<file path="src/rtl/qa_driver_sreg_rsp.sv">
// Status-register read responder: fetches one status value per host request and
// posts it as a 512-bit line to the host DSM over channel 1.
//
// state   | meaning
// IDLE    | waiting for a direct strobe or a pending request
// RD_REQ  | read strobe to the status source is on the bus
// RD_WAIT | waiting for status data, or for the timeout fault value
// WR_REQ  | response line ready, held off while channel 1 is almost full
// WR_WAIT | waiting for the write response carrying our tag
module qa_driver_sreg_rsp #(
    parameter int SREG_ADDR_BITS = 32,
    parameter int DSM_RSP_LINE   = 1,
    parameter int TIMEOUT_CYCLES = 1024
) (
    input  logic                      clk,
    input  logic                      reset,
    input  logic                      sreg_req_en,
    input  logic [SREG_ADDR_BITS-1:0] sreg_req_addr,
    input  logic [63:0]               dsm_base,
    input  logic                      dsm_base_valid,
    output logic                      sreg_rd_en,
    output logic [SREG_ADDR_BITS-1:0] sreg_rd_addr,
    input  logic                      sreg_rd_valid,
    input  logic [63:0]               sreg_rd_data,
    input  logic                      c1_almost_full,
    output logic                      c1_wr_valid,
    output logic [63:0]               c1_wr_addr,
    output logic [511:0]              c1_wr_data,
    output logic [15:0]               c1_wr_mdata,
    input  logic                      c1_wr_rsp_valid,
    input  logic [15:0]               c1_wr_rsp_mdata,
    output logic                      busy,
    output logic [15:0]               drop_cnt
);

    localparam int TW = $clog2(TIMEOUT_CYCLES + 1);

    typedef enum logic [2:0] {IDLE, RD_REQ, RD_WAIT, WR_REQ, WR_WAIT} state_t;

    state_t                    state;
    logic                      pend_valid;
    logic [SREG_ADDR_BITS-1:0] pend_addr;
    logic [63:0]               data_q;
    logic                      timeout_q;
    logic [31:0]               seq;
    logic [TW-1:0]             timer;

    logic strobe_ok, take_pend, take_direct, to_pend, slot_free, drop_now;

    // A strobe that cannot start directly goes to the 1-deep pending slot; the slot
    // counts as free in the same cycle that IDLE dequeues it.
    always_comb begin
        strobe_ok   = sreg_req_en && dsm_base_valid;
        take_pend   = (state == IDLE) && pend_valid;
        take_direct = (state == IDLE) && !pend_valid && strobe_ok;
        to_pend     = strobe_ok && !take_direct;
        slot_free   = !pend_valid || take_pend;
        drop_now    = (sreg_req_en && !dsm_base_valid) || (to_pend && !slot_free);
    end

    assign busy = (state != IDLE) || pend_valid;

    always_ff @(posedge clk) begin
        if (reset) begin
            state        <= IDLE;
            pend_valid   <= 1'b0;
            pend_addr    <= '0;
            data_q       <= '0;
            timeout_q    <= 1'b0;
            seq          <= '0;
            timer        <= '0;
            drop_cnt     <= '0;
            sreg_rd_en   <= 1'b0;
            sreg_rd_addr <= '0;
            c1_wr_valid  <= 1'b0;
            c1_wr_addr   <= '0;
            c1_wr_data   <= '0;
            c1_wr_mdata  <= '0;
        end else begin
            sreg_rd_en  <= 1'b0;
            c1_wr_valid <= 1'b0;

            if (drop_now && drop_cnt != 16'hFFFF)
                drop_cnt <= drop_cnt + 16'd1;

            if (to_pend && slot_free) begin
                pend_valid <= 1'b1;
                pend_addr  <= sreg_req_addr;
            end else if (take_pend) begin
                pend_valid <= 1'b0;
            end

            case (state)
                IDLE: begin
                    if (take_pend) begin
                        if (dsm_base_valid) begin
                            sreg_rd_addr <= pend_addr;
                            sreg_rd_en   <= 1'b1;
                            state        <= RD_REQ;
                        end
                    end else if (take_direct) begin
                        sreg_rd_addr <= sreg_req_addr;
                        sreg_rd_en   <= 1'b1;
                        state        <= RD_REQ;
                    end
                end
                RD_REQ: begin
                    timer <= TW'(TIMEOUT_CYCLES - 1);
                    state <= RD_WAIT;
                end
                RD_WAIT: begin
                    if (sreg_rd_valid) begin
                        data_q    <= sreg_rd_data;
                        timeout_q <= 1'b0;
                        state     <= WR_REQ;
                    end else if (timer == '0) begin
                        data_q    <= 64'hDEAD_DEAD_DEAD_DEAD;
                        timeout_q <= 1'b1;
                        state     <= WR_REQ;
                    end else begin
                        timer <= timer - 1'b1;
                    end
                end
                WR_REQ: begin
                    if (!c1_almost_full) begin
                        c1_wr_valid <= 1'b1;
                        c1_wr_addr  <= dsm_base + 64'(DSM_RSP_LINE);
                        c1_wr_data  <= {383'd0, timeout_q, seq + 32'd1, 32'(sreg_rd_addr), data_q};
                        c1_wr_mdata <= seq[15:0];
                        state       <= WR_WAIT;
                    end
                end
                WR_WAIT: begin
                    if (c1_wr_rsp_valid && c1_wr_rsp_mdata == seq[15:0]) begin
                        seq   <= seq + 32'd1;
                        state <= IDLE;
                    end
                end
                default: state <= IDLE;
            endcase
        end
    end

endmodule
</file>
<file path="config.mk">
export PLATFORM = sky130hd
export DESIGN_NAME = qa_driver_sreg_rsp
export DESIGN_NICKNAME = d
export VERILOG_FILES = /design/src/rtl/qa_driver_sreg_rsp.sv
export SDC_FILE = /design/constraint.sdc
export NUM_CORES = 1
export LEC_CHECK = 0
export CORE_AREA = 2 2 324 326
export CTS_BUF_LIST = sky130_fd_sc_hd__clkbuf_4 sky130_fd_sc_hd__clkbuf_8 sky130_fd_sc_hd__clkbuf_16
export DETAILED_ROUTE_END_ITERATION = 8
export DIE_AREA = 0 0 326 328
export PLACE_DENSITY = 0.39
export RECOVER_POWER = 25
export SETUP_SLACK_MARGIN = 0.4
export SLEW_MARGIN = 10
export SYNTH_ARGS = -nofsm -noshare
export SYNTH_HDL_FRONTEND = slang
export SYNTH_SLANG_ARGS = --single-unit
export TNS_END_PERCENT = 100
</file>
<file path="constraint.sdc">
create_clock -name clk -period 2.8 [get_ports clk]
set_input_delay 0.84 -clock clk [delete_from_list [all_inputs] [get_ports clk]]
set_output_delay 0.84 -clock clk [all_outputs]
set_load 0.02 [all_outputs]
</file>
==> key figures, run 1 <==
Outcome
  – Outcome: finished, final reports clean

Setup path
  – Crit end category: register
  – Slowest-stage cell, CP: dlygate4sd3_1
  – Worst-path fanout max: 32
  – Required time of the worst setup path: 3330 ps
  – CP Data Arrival Time: 3040 ps
  – Buffer and inverter count on the worst path: 3
  – Crit start category: input pin
  – Slowest cell delay on critical path: 630 ps
  – CP cell instances: dlygate4sd3_1, nor3_1, buf_12, clkbuf_2, nor2_1, a211oi_1
  – Delay-heaviest family, CP: buffers and inverters
  – Type of the worst setup path: input pin to register

STA
  – Slew Limit Headroom: 26.5%
  – Final setup fails: 0
  – Post-route clock period utilization: 89.8%
  – Final hold violations: 0
  – Fmax: 398 MHz
  – WHS: 445 ps
  – Worst-margin pin slew: 1100 ps
  – RSZ-0062 raised after global routing: true
  – Min Clock Period, post-route: 2510 ps
  – Clk_skew: 30.5 ps
  – Final Slew Violations: 0

Logic synthesis
  – Post-synth EDFFs: 0
  – Main combinational cell family by area after synthesis: simple AND/OR/NAND/NOR gates
  – Syn Inst Count: 2437
  – Synth warn: 0
  – Post-Synth Adder-Cell Area: 0.316%
  – Avg Inst Size Synth: 8.12 um2
  – Simple-Gate Fraction of Synth Area: 22.0%
  – Synthesized cell area: 0.0198 mm2
  – Sequential area share after synthesis: 40.8%
  – Netlist cell types: 54
  – Xor-xnor portion of the synthesized cell area: 5.62%
  – Top_reg_cell synth: dfxtp_1
  – Mux cell area share after synthesis: 1.72%
  – Complex-gate fraction of the synthesized area: 11.4%
  – Post-synth ARST share: 0%
  – Number of synthesized register bits: 403

Global route
  – First-pass GRT wire length: 103000 um
  – GRT Total Usage: 12.6%
  – Number of global-route vias before repair: 16011
  – Initial antenna violation count: 4
  – Maximum number of pins on one net before global-route repair: 89
  – Overflow left after global routing: 0

Cells and area
  – Final core occ: 26.5%
  – Synth-to-Final Area Change: 38.2%
  – Fillers: 11329
  – Share of post-route cells with drive strength above 1: 11.6%
  – Final layout net count: 3148

Clock tree
  – CTS H-tree lvls: 2
  – Reg clk slew, reported paths: 60 ps
  – Clock Root Buffer: clkbuf_16
  – Clk Latency, worst-skew pair: 640 ps
  – CTS Sinks: 403
  – TritonCTS clock tree: built
  – TritonCTS buffer count: 53
  – Hold Buf Count CTS: 0
  – Clock Tree Buf Depth: 3

Drt
  – First-pass iteration count of the detailed router: 5
  – Via count: 17030
  – Final ANT Viol Nets: 0
  – WL per Instance: 16.3 um
  – Routed vias/inst: 3.89
  – Post-Route WL: 71600 um
  – Initial DRC Count: 693
  – Post-route DRC: 0

Flow run
  – Max-cap violations: 0

Pwr
  – Cell area power density: 557 mW/mm2
  – Tot Pwr: 15.2 mW
  – Peak VDD IR: 410 uV
  – Pleak: 11.2 nW

Floorplanning
  – Core Footprint: 0.103 mm2
  – Initial core utilization: 19.2%
  – Die Span Y: 328 um
  – Die area: 0.107 mm2
  – Row count: 118
  – Die span in x: 326 um
  – I/O Pins: 826

Placement
  – GP Congestion: 0.806
  – Port-buffer cells: 442
  – Final HPWL DP: 52500 um

Hold path
  – Worst hold path type: register to register
worst register-to-register path: stages (launching register included):
cell	delay, ps
dfxtp_1	310
buf_4	180
nor3b_1	240
clkbuf_1	280
nor3b_1	230
clkbuf_1	560
nand4b_1	210
xor2_1	180
a21oi_1	130
state kept, by name, summed over array words and instances (netlist names), 11 cells and up:
signal        count
c1_wr_addr       64
c1_wr_data      129
c1_wr_mdata      16
data_q           64
drop_cnt         16
pend_addr        32
seq              32
sreg_rd_addr     32
timer            11
cell families after synthesis:
family	after synthesis
simple gates	929
xor+xnor	127
other cells	1
compound gates	374
mux	34
buf+inv	564
fa+ha+maj	5
flops	403
cell usage after synthesis, drive strengths merged, types with 13 or more instances:
| cell type | number | area [um2] |
|---|---|---|
| a21oi | 204 | 1020 |
| xnor2 | 73 | 639 |
| nand4 | 41 | 323 |
| or3 | 30 | 194 |
| o21ai | 29 | 145 |
| nor3 | 118 | 618 |
| nand2 | 365 | 1370 |
| nor2 | 228 | 856 |
| inv | 24 | 90.1 |
| clkbuf | 133 | 499 |
| nor4 | 25 | 226 |
| and3 | 13 | 83.8 |
| xor2 | 54 | 473 |
| buf | 407 | 3000 |
| a211oi | 117 | 888 |
| dfxtp | 403 | 8070 |
| mux2i | 34 | 340 |
| nand3 | 70 | 388 |
stage by stage:
step,area [um2],setup WS [ps],setup TNS (ps),instances
2_1_floorplan,21200,370,0,2819
3_3_place_gp,25600,-361,-8910,4279
3_5_place_dp,25600,-348,-8630,4279
4_1_cts,27100,167,0,4370
5_1_grt,27300,124,0,4379
6_report,27300,286,0,4380
area by class of cell:
class,instances,area [um2],area share [%]
Multi-Input combinational cell,1853,9770,35.7
Tap cell,1380,1730,6.31
Sequential cell,403,8070,29.5
Antenna cell,4,10.0,0.0366
Timing Repair Buffer,625,5840,21.4
Clock buffer,77,1580,5.76
Inverter,24,90.1,0.329
Clock inverter,14,254,0.929
where the power goes:
| part | leakage, nW | switching, mW | internal (mW) |
|---|---|---|---|
| logic | 7.03 | 1.26 | 0.705 |
| registers | 3.26 | 0.127 | 5.94 |
| clock network | 0.903 | 2.77 | 4.43 |
| total | 11.2 | 4.15 | 11.1 |
worst paths after layout:
path | startpoint | to | slack (ps) | cells past startpoint
worst max-delay path | c1_almost_full | c1_wr_addr[0] | 290 | 6
worst min register to register | data_q[7] | c1_wr_data[7] | 450 | 2
worst max register to register | state[2] | timer[5] | 450 | 8
worst min-delay path | data_q[7] | c1_wr_data[7] | 450 | 2
cell usage in the layout, fill, tap and decap left out, types with 10 or more instances in the layout:
cell and instances:
dlygate4sd2_1 257, clkdlybuf4s50_1 162, a311oi_1 10, nor2_1 226
clkbuf_4 15, conb_1 383, nand2_1 362, mux2i_1 34
xnor2_1 68, dfxtp_1 398, clkbuf_16 56, clkbuf_8 11
o31ai_1 10, buf_12 23, nor4_1 13, inv_1 24
nor3_1 108, dlymetal6s2s_1 17, nand4_1 36, a211oi_1 114
and3_1 10, buf_4 146, xor2_1 54, a21oi_1 199
o21ai_0 28, nand3_1 63, or3_1 27
layer usage:
| metal | track usage [%] | vias to the layer above | share of wire [%] |
|---|---|---|---|
| li1 | - | 8531 | - |
| met1 | 15.4 | 7935 | 43 |
| met2 | 21.5 | 470 | 49 |
| met3 | 3.06 | 94 | 5.5 |
| met4 | 4.07 | 0 | 2.6 |
| met5 | 0 | - | 0 |
what timing repair did:
item                       4_1_cts  5_1_grt
setup buffers                    0        2
setup endpoints to repair      301       76
pin swaps                        0       16
resized for setup              274       58
cloned                           0        4
Power figures use the tool's default switching activity.
==> run 2: changes to the inputs <==
- CAP_MARGIN: not set -> 20
- GPL_TIMING_DRIVEN: not set -> 0
==> run 2 against run 1 <==
Against the previous run:
- critical path depth decreased by 3
- global-route usage up 2.5 points
- sequential share of layout area shrank 2.5 points
- power rose by 2.3%
- register-to-register slack lost 170 ps
- cell area up 9.5%
- wire length increased by 19%
- hold slack better by 4.2 ps
- count of clock-buffer cells in the layout did not move
- core utilization increased by 2.5 points
- clock power is 1% lower
- critical path type is now register to output pin
- critical endpoint is now busy
- largest cell class unchanged
==> key figures, run 2 (synthesis gave the netlist of run 1 again) <==
STA
  – Final setup fails: 0
  – Final Slew Violations: 0
  – Slew Limit Headroom: 32.4%
  – Post-route clock period utilization: 94.3%
  – Clk_skew: 19.8 ps
  – Worst-margin pin slew: 1010 ps
  – Fmax: 379 MHz
  – Min Clock Period, post-route: 2640 ps
  – WHS: 449 ps
  – RSZ-0062 raised after global routing: true
  – Final hold violations: 0

Drt
  – Post-route DRC: 0
  – WL per Instance: 17.8 um
  – Via count: 18368
  – First-pass iteration count of the detailed router: 5
  – Initial DRC Count: 773
  – Post-Route WL: 85000 um
  – Routed vias/inst: 3.84
  – Final ANT Viol Nets: 0

Clock tree
  – TritonCTS clock tree: built
  – Clk Latency, worst-skew pair: 620 ps
  – TritonCTS buffer count: 53
  – CTS Sinks: 403
  – Clock Tree Buf Depth: 3
  – CTS H-tree lvls: 2
  – Reg clk slew, reported paths: 60 ps
  – Hold Buf Count CTS: 0
  – Clock Root Buffer: clkbuf_16

Pwr
  – Cell area power density: 521 mW/mm2
  – Pleak: 13.1 nW
  – Tot Pwr: 15.6 mW
  – Peak VDD IR: 516 uV

Floorplanning
  – Initial core utilization: 19.2%
  – Row count: 118
  – Die span in x: 326 um
  – Core Footprint: 0.103 mm2
  – Die area: 0.107 mm2
  – Die Span Y: 328 um
  – I/O Pins: 826

Cells and area
  – Synth-to-Final Area Change: 51.3%
  – Most flop-heavy register: c1_wr_data
  – Layout Cells excl Fill: 4783
  – Finished Cell Area: 0.0299 mm2
  – Final layout net count: 3551
  – Final core occ: 29.0%
  – Share of post-route cells with drive strength above 1: 20.3%
  – Fillers: 11324
  – Commonest non-fill, non-tap cell in the layout: buf_4
  – Commonest non-fill, non-tap cells in the layout: buf_4 (425), dfxtp_1 (397), conb_1 (383)
  – Largest register FFs: 129
  – Top Registers: c1_wr_data x129, c1_wr_addr x64, data_q x64

Global route
  – Number of global-route vias before repair: 17769
  – Maximum number of pins on one net before global-route repair: 16
  – Overflow left after global routing: 0
  – First-pass GRT wire length: 121000 um
  – GRT Total Usage: 15.1%
  – Initial antenna violation count: 4

Setup path
  – Crit end category: output pin
  – Required time of the worst setup path: 1960 ps
  – Type of the worst setup path: register to output pin
  – Worst-path fanout max: 2
  – CP Data Arrival Time: 1800 ps
  – Crit start category: register

Placement
  – Final HPWL DP: 65800 um
  – Area post-placement: 0.0274 mm2
  – GP Congestion: 0.794
  – Port-buffer cells: 440
  – Placed insts: 4643

Outcome
  – Outcome: finished, final reports clean

Flow run
  – Max-cap violations: 0

Hold path
  – Worst hold path type: register to register
run 2: critical path: stages, from the launching register on:
cell and delay, ps:
dfxtp_1 310, clkbuf_1 130, or4_4 570, buf_8 160
run 2: cell type report:
type / count / area (um2) / share of cell area, %
inverters: 24 / 90.1 / 0.301
clock buffers: 77 / 1590 / 5.30
clock inverters: 16 / 221 / 0.740
well taps: 1380 / 1730 / 5.77
diodes: 2 / 5.00 / 0.0167
multi-input cells: 1853 / 10000 / 33.5
flip-flops and latches: 403 / 8080 / 27.0
plain buffers: 540 / 3640 / 12.1
repair buffers: 488 / 4540 / 15.2
run 2: layer usage:
layer	GRT usage, %	wire, um	share of wire, %
met1	18.6	36600	43
met2	26.7	42200	50
met3	3.10	4660	5.5
met4	3.36	1610	1.9
met5	0	12	0.014
run 2: final timing paths:
kind,cells past startpoint,to,from,slack (ps)
worst min register to register,2,c1_wr_data[84],c1_wr_data[84],450
worst min-delay path,2,c1_wr_data[84],c1_wr_data[84],450
worst max-delay path,3,busy,state[1],160
worst max register to register,8,c1_wr_data[127],seq[7],280
run 2: timing repair:
item / in CTS / in global routing
resized for setup: 381 / 143
setup buffers: 21 / 20
setup endpoints to repair: 636 / 304
pin swaps: 20 / 25
gates cloned: 1 / 2
run 2: per-stage QoR:
| step | setup TNS, ps | worst slack, ps |
|---|---|---|
| final | 0 | 159 |
| after global routing | 0 | 87.4 |
| after CTS | 0 | 117 |
| after detailed placement | -190850 | -1130 |
| after global placement | -222530 | -1570 |
| after floorplan | 0 | 370 |
run 2: power by group:
part           total (mW)  switching [mW]  internal (mW)
clock                7.11            2.89           4.22
sequential           6.08           0.140           5.94
combinational        2.40            1.41          0.989
total                15.6            4.43           11.1
